===== config.mk =====
export PLATFORM = sky130hd
export DESIGN_NAME = uap_uart_tx
export DESIGN_NICKNAME = d
export VERILOG_FILES = /design/src/rtl/uap_pkg.sv /design/src/rtl/uap_fifo.sv /design/src/rtl/uap_uart_tx.sv
export SDC_FILE = /design/constraint.sdc
export NUM_CORES = 1
export LEC_CHECK = 0
export CAP_MARGIN = 20
export CORE_ASPECT_RATIO = 1.1
export CORE_UTILIZATION = 27
export DETAILED_ROUTE_END_ITERATION = 7
export PLACE_DENSITY = 0.46
export SLEW_MARGIN = 30
export SYNTH_ARGS = -nofsm -noshare
export SYNTH_HDL_FRONTEND = slang
export SYNTH_HIERARCHICAL = 1
export SYNTH_SLANG_ARGS = --single-unit

===== constraint.sdc =====
create_clock -name clk -period 4.5 [get_ports clk]
set_input_delay 0.45 -clock clk [delete_from_list [all_inputs] [get_ports clk]]
set_output_delay 0.45 -clock clk [all_outputs]
set_load 0.01 [all_outputs]

===== src/rtl/uap_pkg.sv =====
// Shared types and constants for the uartprobe serial datapaths.
package uap_pkg;

   localparam int UAP_BYTE_W      = 8;
   localparam int UAP_DEFAULT_CPB = 868;

   typedef enum logic [1:0] {
      IDLE,
      START,
      DATA,
      STOP
   } uap_tx_state_t;

endpackage


===== src/rtl/uap_fifo.sv =====
// Synchronous FIFO with occupancy count; shared by the TX and RX paths.
// Read data is the head entry, valid whenever empty_o is low.
module uap_fifo #(
   parameter int WIDTH = 8,
   parameter int DEPTH = 4,
   parameter int CNT_W = $clog2(DEPTH + 1)
) (
   input  logic             clk,
   input  logic             reset,
   input  logic             push_i,
   input  logic [WIDTH-1:0] wr_data_i,
   input  logic             pop_i,
   output logic [WIDTH-1:0] rd_data_o,
   output logic             full_o,
   output logic             empty_o,
   output logic [CNT_W-1:0] count_o
);

   localparam int AW = $clog2(DEPTH);

   logic [WIDTH-1:0] mem_q [DEPTH];
   logic [AW-1:0]    wr_ptr_q;
   logic [AW-1:0]    rd_ptr_q;
   logic [CNT_W-1:0] count_q;
   logic             do_push;
   logic             do_pop;

   assign full_o    = (count_q == CNT_W'(DEPTH));
   assign empty_o   = (count_q == '0);
   assign do_push   = push_i && !full_o;
   assign do_pop    = pop_i && !empty_o;
   assign rd_data_o = mem_q[rd_ptr_q];
   assign count_o   = count_q;

   // Pointers wrap naturally because DEPTH is a power of two.
   always_ff @(posedge clk) begin
      if (reset) begin
         wr_ptr_q <= '0;
         rd_ptr_q <= '0;
         count_q  <= '0;
      end else begin
         if (do_push) begin
            mem_q[wr_ptr_q] <= wr_data_i;
            wr_ptr_q        <= wr_ptr_q + AW'(1);
         end
         if (do_pop) begin
            rd_ptr_q <= rd_ptr_q + AW'(1);
         end
         case ({do_push, do_pop})
            2'b10:   count_q <= count_q + CNT_W'(1);
            2'b01:   count_q <= count_q - CNT_W'(1);
            default: count_q <= count_q;
         endcase
      end
   end

endmodule


===== src/rtl/uap_uart_tx.sv =====
// UART transmitter, 8 data bits LSB first, 1 or 2 stop bits, fed from a byte FIFO.
// Frames are sent back to back with no idle gap while the FIFO holds data.
module uap_uart_tx
   import uap_pkg::*;
#(
   parameter int  CYCLES_PER_BIT = UAP_DEFAULT_CPB,
   parameter int  FIFO_DEPTH     = 4,
   parameter int  STOP_BITS      = 1,
   localparam int CNT_W          = $clog2(FIFO_DEPTH + 1)
) (
   input  logic                  clk,
   input  logic                  reset,
   input  logic [UAP_BYTE_W-1:0] tx_data,
   input  logic                  tx_valid,
   output logic                  tx_ready,
   output logic                  uart_tx,
   output logic                  busy,
   output logic [CNT_W-1:0]      fifo_count
);

   localparam int          TW         = $clog2(CYCLES_PER_BIT);
   localparam logic [TW-1:0] BIT_RELOAD = TW'(CYCLES_PER_BIT - 1);
   localparam logic        STOP_LAST  = (STOP_BITS == 2);

   if (CYCLES_PER_BIT < 2) begin : g_bad_cpb
      $error("uap_uart_tx: CYCLES_PER_BIT must be >= 2");
   end
   if ((FIFO_DEPTH < 2) || ((FIFO_DEPTH & (FIFO_DEPTH - 1)) != 0)) begin : g_bad_depth
      $error("uap_uart_tx: FIFO_DEPTH must be a power of two >= 2");
   end
   if ((STOP_BITS != 1) && (STOP_BITS != 2)) begin : g_bad_stop
      $error("uap_uart_tx: STOP_BITS must be 1 or 2");
   end

   uap_tx_state_t         state_q, state_d;
   logic [TW-1:0]         timer_q, timer_d;
   logic [2:0]            bit_idx_q, bit_idx_d;
   logic                  stop_idx_q, stop_idx_d;
   logic [UAP_BYTE_W-1:0] shift_q, shift_d;
   logic                  tx_q, tx_d;

   logic                  fifo_push;
   logic                  fifo_pop;
   logic [UAP_BYTE_W-1:0] fifo_rd_data;
   logic                  fifo_full;
   logic                  fifo_empty;
   logic [CNT_W-1:0]      fifo_cnt;
   logic                  bit_done;

   // No fall-through: a full FIFO refuses a push even if it pops this cycle.
   assign tx_ready  = !fifo_full && !reset;
   assign fifo_push = tx_valid && tx_ready;
   assign bit_done  = (timer_q == '0);

   uap_fifo #(
      .WIDTH (UAP_BYTE_W),
      .DEPTH (FIFO_DEPTH),
      .CNT_W (CNT_W)
   ) u_fifo (
      .clk       (clk),
      .reset     (reset),
      .push_i    (fifo_push),
      .wr_data_i (tx_data),
      .pop_i     (fifo_pop),
      .rd_data_o (fifo_rd_data),
      .full_o    (fifo_full),
      .empty_o   (fifo_empty),
      .count_o   (fifo_cnt)
   );

   always_comb begin
      state_d    = state_q;
      timer_d    = timer_q;
      bit_idx_d  = bit_idx_q;
      stop_idx_d = stop_idx_q;
      shift_d    = shift_q;
      tx_d       = tx_q;
      fifo_pop   = 1'b0;

      unique case (state_q)
         IDLE: begin
            if (!fifo_empty) begin
               fifo_pop = 1'b1;
               shift_d  = fifo_rd_data;
               tx_d     = 1'b0;
               timer_d  = BIT_RELOAD;
               state_d  = START;
            end
         end
         START: begin
            if (bit_done) begin
               tx_d      = shift_q[0];
               timer_d   = BIT_RELOAD;
               bit_idx_d = '0;
               state_d   = DATA;
            end else begin
               timer_d = timer_q - TW'(1);
            end
         end
         DATA: begin
            if (bit_done) begin
               timer_d = BIT_RELOAD;
               if (bit_idx_q == 3'd7) begin
                  tx_d       = 1'b1;
                  stop_idx_d = 1'b0;
                  state_d    = STOP;
               end else begin
                  // shift_q[0] is the bit on the wire, so shift_q[1] is next.
                  bit_idx_d = bit_idx_q + 3'd1;
                  shift_d   = shift_q >> 1;
                  tx_d      = shift_q[1];
               end
            end else begin
               timer_d = timer_q - TW'(1);
            end
         end
         STOP: begin
            if (bit_done) begin
               if (stop_idx_q == STOP_LAST) begin
                  if (!fifo_empty) begin
                     fifo_pop = 1'b1;
                     shift_d  = fifo_rd_data;
                     tx_d     = 1'b0;
                     timer_d  = BIT_RELOAD;
                     state_d  = START;
                  end else begin
                     state_d = IDLE;
                  end
               end else begin
                  stop_idx_d = 1'b1;
                  timer_d    = BIT_RELOAD;
               end
            end else begin
               timer_d = timer_q - TW'(1);
            end
         end
         default: state_d = IDLE;
      endcase
   end

   always_ff @(posedge clk) begin
      if (reset) begin
         state_q    <= IDLE;
         timer_q    <= '0;
         bit_idx_q  <= '0;
         stop_idx_q <= 1'b0;
         shift_q    <= '0;
         tx_q       <= 1'b1;
      end else begin
         state_q    <= state_d;
         timer_q    <= timer_d;
         bit_idx_q  <= bit_idx_d;
         stop_idx_q <= stop_idx_d;
         shift_q    <= shift_d;
         tx_q       <= tx_d;
      end
   end

   assign uart_tx    = tx_q;
   assign busy       = (state_q != IDLE) || (fifo_cnt != '0);
   assign fifo_count = fifo_cnt;

endmodule


==> flow_results.org, run 1 <==
** Status
- The run finished with clean final reports.

** Timing
- Between clock sinks in the finished design, the worst skew comes to just under 0.005 ns.
- Static timing analysis puts the maximum clock frequency at 293 MHz.
- Period utilization :: 0.759
- Worst Max-Slew Pin Slew :: 0.801 ns
- Max Transition Viols Final :: 0
- Number of hold violations in the final report :: 0
- Setup violations remaining at the end of the flow were counted as 0.
- Sum of negative setup slack :: 0 ns
- Final worst path period need :: around 3.4 ns
- Final worst hold slack :: 0.480 ns
- Setup repair after global routing left no endpoint under its margin.
- Relative max-transition margin :: 0.461

** Drt
- Routed vias :: 2188
- Detailed-route DRC error count :: 0
- The final layout contains routed wiring with a total length of 6680 µm.
- Number of nets with antenna violations after routing :: 0
- Routed wire length per instance :: 14.8 µm
- Using the TritonRoute via totals, the vias-per-cell ratio works out to 4.86.
- Length of the first detailed-routing pass in iterations :: 4
- The detailed router finished its first iteration with 93 violations.

** Global routing
- Initial antenna violation count :: 0
- Aggregate global-route resource usage :: 0.120
- The first global-routing pass estimated between 10000 and 15000 µm of wire.
- The via count of the first global-routing pass is between 2000 and 2500.
- Overflow left after global routing :: 0
- Pin count of the biggest net entering global routing :: 39

** Synth
- The synthesized netlist contains 53 unique library cells.
- Area contributors post-synth :: edfxtp_1, dfxtp_1, mux4_2, ha_1, a21oi_1
- Proportion of synthesized area in mux cells :: 0.0839
- Number of enable-type register cells in the synthesized netlist :: 32
- Of the total synthesized cell area, the portion taken by AND, OR, NAND and NOR gates is 0.124.
- Post-synth top area share :: 0.298
- Sequential share of the synthesized area :: 0.504
- Share of the synthesized netlist area taken by xor and xnor gates :: 0.0136
- The number of nets handed over by synthesis was 304.
- The biggest area contributor in the post-synthesis netlist is edfxtp_1.
- Synthesized netlist cell count :: 278
- Mapped cell area :: 3220 µm²
- Among all flip-flop cells after synthesis, the most frequent one is dfxtp_1.
- Complex-gate fraction of the synthesized area :: 0.166
- Yosys warning count :: 6
- The synthesized design contains 65 register bits.
- After synthesis, the largest family of logic cells by area is compound AO/OA/AOI/OAI gates.
- Average cell area after synthesis :: 11.6 µm²
- Post-synth ARST share :: 0
- Of the total synthesized cell area, the portion taken by full adders, half adders and majority gates is 0.0606.

** CTS
- Clock-pin slew reported for the worst setup and hold paths after clock tree synthesis :: ~0.060 ns
- Count of H-tree levels built during CTS :: 3
- Number of buffers added by the clock tree synthesis step :: 9
- Gates resized during post-CTS repair numbered 0.
- TritonCTS built the clock tree.
- Buffers added to address setup during post-CTS repair amount to 0.
- Clk root buf :: clkbuf_16
- The later pin in the worst-skew pair is clocked with a latency of ~0.33 ns.
- Sinks on Clock Net :: 65
- No sink is reached through more buffers than the 2 on the longest clock path.
- Post-CTS Hold Fix Bufs :: 0

** Layout
- Area of the multi-input gates :: roughly 1400 µm²
- Count of fill cells added during filler insertion :: 1165
- The finished layout holds 450 standard cells, fillers aside.
- Synthesis-to-finish area growth :: 18.6%
- Ant. Diodes :: 0
- Registers take 1620 µm².
- For this run, the post-layout net count is 321.
- Of the cells placed in the final design, the portion with a size suffix greater than 1 is 0.130.

** Floorplan
- The die covers 12400 µm².
- DIE WIDTH :: 106 µm
- In this run the vertical extent of the chip is around 120 µm.
- After floorplanning, the core was sized to cover 11500 µm².
- Initial standard-cell utilization of the core :: 0.279
- 17 I/O pins were placed.
- Number of core rows :: 41

** Place
- Port-buffer cells :: 16
- Weighted congestion reported at the end of routability-driven placement :: between 0.7 and 0.8
- The wire-length estimate of the detail-placed layout is 4550 µm.
- In this run, placement finished with an instance count of 434.

** Setup path
- The startpoint identified for the worst register-to-register timing path is timer_q[5].
- The slowest stage of the critical path belongs to the cell or4_1.
- Max incr delay on CP :: 0.70 ns
- CP Data Required Time :: between 4 and 5 ns
- Launching element of the worst setup path :: timer_q[5]
- Kind of end point of the critical path :: flip-flop
- Arrival time at the worst endpoint :: 3.67 ns
- Setup CP Type :: reg2reg
- Launching element type of the critical path :: flip-flop
- Most repeated library cell on the critical path :: inv_1
- The signal on the critical path passes through or4_1, nor3_2, buf_4, nand2_1, a211oi_1, o31ai_1, inv_1, ha_1, inv_1, fa_1, xor2_1, or3_1, a21oi_1.
- Of all nets on the critical path, the largest fanout is 10.

** Pwr
- Leakage Power :: 1.32 nW
- IR analysis of the VDD net gives a maximum drop of ~230 µV.
- Pwr dens :: 621 nW/µm²

** Flow run
- The tool flagged a number of max-cap violations equal to 0.

** Worst hold path
- The worst hold path begins at bit_idx_q[1].
- The worst hold path belongs to the class reg2reg.
## cell usage after synthesis (8+ instances only)
cell	instances
ha_1	14
inv_1	16
o21ai_0	15
a21oi_1	23
mux4_2	8
mux2i_1	9
nand2_1	8
nor2_1	13
dfxtp_1	33
clkbuf_1	9
edfxtp_1	32
a211oi_1	8
## logic make-up (layout without fill, tap and decap cells)
kind of cell,after synthesis,count (layout)
compound gates,76,76
simple gates,68,68
flops,65,65
buf+inv,32,54
mux,17,17
fa+ha+maj,15,15
xor+xnor,5,5
## cell usage in the layout, fill, tap and decap left out, drive strengths merged, types with 8 or more instances in the layout
cell type and count:
dfxtp 33, edfxtp 32, a21oi 24, inv 19
clkdlybuf4s50 16, o21ai 15, ha 14, nor2 13
mux2i 9, clkbuf 9, nand2 8, a211oi 8
mux4 8, or3 8
## where the power goes
| group | leakage, nW | switching (mW) | internal [mW] |
|---|---|---|---|
| registers | 0.558 | 0.0758 | 0.707 |
| clock network | 0.144 | 0.276 | 0.434 |
| logic | 0.615 | 0.530 | 0.351 |
| total | 1.32 | 0.882 | 1.49 |
## per-layer routing
| metal | part of all wire | global-route usage | vias up | wire, µm |
|---|---|---|---|---|
| li1 | - | - | 1096 | - |
| met1 | 0.45 | 0.148 | 1051 | 3020 |
| met2 | 0.50 | 0.197 | 29 | 3330 |
| met3 | 0.028 | 0.0273 | 12 | 187 |
| met4 | 0.020 | 0.0611 | 0 | 136 |
| met5 | 0 | 0 | - | 0 |
## worst paths after layout
| check | to | cells after the start | slack (ns) |
|---|---|---|---|
| hold / removal | bit_idx_q[1] | 2 | 0.48 |
| hold reg to reg | bit_idx_q[1] | 2 | 0.48 |
| setup reg to reg | u_fifo/count_o[2] | 13 | 1.08 |
| setup / recovery | u_fifo/count_o[2] | 13 | 1.08 |
## final cells by class
type	count	share of cell area
Sequential cell	65	0.425
Inverter	16	0.0157
Timing Repair Buffer	22	0.0537
Clock buffer	9	0.0590
Multi-Input combinational cell	181	0.378
Clock inverter	7	0.0200
Tap cell	150	0.0491
## metrics by stage
step,power (mW),utilization,setup WS [ns],instance area (µm²)
2_1_floorplan,1.46,-,1.31,3220
3_3_place_gp,1.67,0.305,1.21,3520
3_5_place_dp,1.68,0.305,1.13,3520
4_1_cts,2.40,0.331,1.06,3820
5_1_grt,2.54,0.331,0.817,3820
6_report,2.37,0.331,1.08,3820
## sequential cells by signal (all words and copies together) (netlist names), 2 cells and up, named ones only
| register | flops |
|---|---|
| shift_q | 8 |
| u_fifo/mem_q | 32 |
| u_fifo/count_o | 3 |
| u_fifo/wr_ptr_q | 2 |
| u_fifo/rd_ptr_q | 2 |
| bit_idx_q | 3 |
| state_q | 2 |
| timer_q | 10 |
## worst max-delay path, delay by kind of cell (launching register included)
kind                     cells  cell delay (ns)
XOR/XNOR                     1             0.16
flip-flops                   1             0.35
adder cells (fa/ha/maj)      2             0.56
buffers and inverters        3             0.33
AO/OA/AOI/OAI                3             0.64
AND/OR/NAND/NOR              4             1.30
(Power assumes the default switching activity.)
==> run 2, diff against run 1 <==
==> constraint.sdc (replaced) <==
create_clock -name clk -period 3.5 [get_ports clk]
set_input_delay 0.35 -clock clk [delete_from_list [all_inputs] [get_ports clk]]
set_output_delay 0.35 -clock clk [all_outputs]
set_load 0.01 [all_outputs]
==> flow_results.org, run 2 (synthesis gave the netlist of run 1 again) <==
** Pwr
- The power density normalized to cell area came to 784 nW/µm² (was 621 nW/µm²).
- The maximum ir drop on the vdd rail was 286 µV (was 228 µV).
- The total power was 2.99 mW (was 2.37 mW).
- Leakage Power :: 1.31 nW (was 1.32 nW)

** Global routing
- The pin count of the biggest net entering global routing came to 39 (unchanged).
- Overflow left after global routing :: 0 (unchanged)
- Number of global-route vias before repair :: 2199 (was 2218)
- The initial antenna violation count is 0 (unchanged).
- The global-route wire length before repair came to 11000 µm (was 11300 µm).
- Aggregate global-route resource usage :: 0.118 (was 0.120)

** Setup path
- Setup CP Type :: reg2reg (unchanged)
- The category of the worst setup path launch point was a flip-flop (unchanged).
- Slowest cell on crit path :: or4_1 (unchanged)
- The delay of the slowest cell on the worst path was 0.57 ns (was 0.70 ns).
- Most repeated library cell on the critical path :: inv_1 (unchanged)
- The capture instance of the worst register-to-register path was u_fifo/count_o[2] (unchanged).
- The logic depth of the worst register-to-register path is 12 (was 13).
- CP Data Required Time :: 3.76 ns (was 4.76 ns)
- Cell chain of the critical path: or4_1, nor3_2, nand2_1, a211oi_1, o31ai_1, inv_1, ha_1, inv_1, fa_1, xor2_1, or3_1, a21oi_1 (was or4_1, nor3_2, buf_4, nand2_1, a211oi_1, o31ai_1, inv_1, ha_1, inv_1, fa_1, xor2_1, or3_1, a21oi_1).
- Arrival time at the worst endpoint :: 3.40 ns (was 3.67 ns)
- The reg-to-reg setup timing slack was 0.36 ns (was 1.08 ns).
- Startpoint of the worst register-to-register path :: timer_q[5] (unchanged)
- The worst-path maximum fanout is 6 (was 10).
- The kind of end point of the critical path is a flip-flop (unchanged).

** Drt
- The routed wire length was 6560 µm (was 6680 µm).
- The length of the first detailed-routing pass in iterations was 4 (unchanged).
- The post-route antenna net violation count was 0 (unchanged).
- The initial DRC count was 45 (was 93).
- The post-detailed-route DRC marker count came to 0 (unchanged).
- The number of vias per cell after detailed routing came to 4.88 (was 4.86).
- The total number of vias was 2207 (was 2188).
- Routed wire length per instance :: 14.5 µm (was 14.8 µm)

** Place
- Port-buffer cells :: 16 (unchanged)
- Weighted congestion reported at the end of routability-driven placement :: 0.748 (was 0.774)
- DP HPWL :: 4460 µm (was 4550 µm)

** Floorplan
- The chip height came to 117 µm (unchanged).
- The die footprint is 12400 µm² (unchanged).
- The I/O pin total was 17 (unchanged).
- DIE WIDTH :: 106 µm (unchanged)
- The placeable core region was 11500 µm² (unchanged).
- The floorplan row count was 41 (unchanged).
- Initial standard-cell utilization of the core :: 0.279 (unchanged)

** CTS
- The clock transition at the registers of the reported paths came to 0.06 ns (about the same).
- The insertion delay of the later-clocked pin in the worst-skew pair was 0.34 ns (was 0.33 ns).
- The total of hold buffers inserted after clock tree synthesis was 0 (unchanged).
- Clock tree from TritonCTS :: yes (unchanged)
- Clk root buf :: clkbuf_16 (unchanged)
- The post-CTS setup buffer count was 0 (unchanged).
- Sinks on Clock Net :: 65 (unchanged)
- Count of H-tree levels built during CTS :: 3 (unchanged)
- Number of buffers added by the clock tree synthesis step :: 9 (unchanged)
- The post-CTS resize count is 0 (unchanged).
- The maximum clock insertion buffer count was 2 (unchanged).

** Timing
- Sum of negative setup slack :: 0 ns (unchanged)
- Number of hold violations in the final report :: 0 (unchanged)
- The setup clock skew after layout was 0.00702 ns (was 0.00494 ns).
- Period utilization :: 0.896 (was 0.759)
- Worst Max-Slew Pin Slew :: 0.750 ns (was 0.801 ns)
- Unrepaired setup endpoints after global routing: false (unchanged).
- The total count of max-transition violations in the final report was 0 (unchanged).
- The setup-violating endpoint count in the final report came to 0 (unchanged).
- Relative max-transition margin :: 0.500 (was 0.461)
- Final worst hold slack :: 0.485 ns (was 0.480 ns)
- Max Freq :: 319 MHz (was 293 MHz)
- The post-layout minimum cycle time was 3.14 ns (was 3.42 ns).

** Layout
- Leading cell type in the layout, fill and taps excluded :: dfxtp_1 (unchanged)
- Top flop regs: u_fifo/mem_q: 32 flops, timer_q: 10 flops, shift_q: 8 flops (unchanged).
- The layout cell share with drive strength beyond 1 is 0.136 (was 0.130).
- The flip-flop count of the largest register after layout came to 32 (unchanged).
- The antenna diode count came to 0 (unchanged).
- Number of nets in the layout :: 323 (was 321)
- Reg with most FFs :: u_fifo/mem_q (unchanged)
- Most frequent cells in the layout :: dfxtp_1, edfxtp_1, a21oi_1, inv_1, clkdlybuf4s50_1 (unchanged)
- The final design utilization came to 0.330 (was 0.331).
- Synthesis-to-finish area growth :: 18.4% (was 18.6%)

** Worst hold path
- The endpoint of the worst hold-timing path was bit_idx_q[2] (was bit_idx_q[1]).
- Hold path startpoint :: bit_idx_q[2] (was bit_idx_q[1])
- The type of the worst min-delay path was reg2reg (unchanged).
- The number of stages on the worst hold path was 2 (unchanged).

** Flow run
- The number of maximum-capacitance constraint violations is 0 (unchanged).

** Status
- Result of the run: completed (unchanged).
run 2: cell types whose count changed in the layout (fill, tap and decap cells not counted):
cell | previous run | this run
buf_4 | 6 | 8
bufinv_16 | 1 | 0
clkinv_4 | 1 | 2
clkinvlp_4 | 1 | 2
inv_6 | 3 | 2
run 2: final cells by class:
type                    count  area (µm²)
inverters                  16        60.1
flip-flops and latches     65        1620
clock buffers               9         225
clock inverters             7        53.8
fillers                  1161        7730
repair buffers             24         220
multi-input cells         181        1440
well taps                 150         188
run 2: power by group:
| group | switching [mW] | internal, mW | total, mW |
|---|---|---|---|
| Combinational | 0.680 | 0.469 | 1.15 |
| Clock | 0.353 | 0.483 | 0.836 |
| Sequential | 0.0954 | 0.909 | 1.00 |
run 2: critical path: cells and delay by family, from the launching register on:
| family | cells | cell delay [ns] |
|---|---|---|
| flip-flops | 1 | 0.35 |
| AND/OR/NAND/NOR | 4 | 1.20 |
| adder cells (fa/ha/maj) | 2 | 0.55 |
| AO/OA/AOI/OAI | 3 | 0.66 |
| buffers and inverters | 2 | 0.16 |
| XOR/XNOR | 1 | 0.16 |
run 2: worst max-delay path by stage:
| stage | startpoint | endpoint | slack [ns] |
|---|---|---|---|
| after detailed placement | timer_q[5] | u_fifo/count_o[2] | 0.40 |
| after floorplan | timer_q[5] | u_fifo/count_o[2] | 0.31 |
| final | timer_q[5] | u_fifo/count_o[2] | 0.36 |
| after CTS | timer_q[5] | u_fifo/count_o[2] | 0.38 |
| after global routing | timer_q[5] | u_fifo/count_o[2] | 0.18 |
| after global placement | timer_q[5] | u_fifo/count_o[2] | 0.49 |
run 2: per-stage QoR:
stage	cells	setup WS, ns	cell area (µm²)
2_1_floorplan	278	0.307	3220
3_3_place_gp	436	0.489	3530
3_5_place_dp	436	0.405	3530
4_1_cts	452	0.378	3810
5_1_grt	452	0.184	3810
6_report	452	0.364	3810
run 2: routing by layer:
metal / vias to the layer above / wire length, µm / share of wire / global-route usage
met5: - / 0 / 0 / 0
met4: 0 / 91 / 0.014 / 0.0611
met3: 7 / 227 / 0.035 / 0.0285
met2: 38 / 3240 / 0.49 / 0.200
met1: 1068 / 3000 / 0.46 / 0.139
li1: 1094 / - / - / -
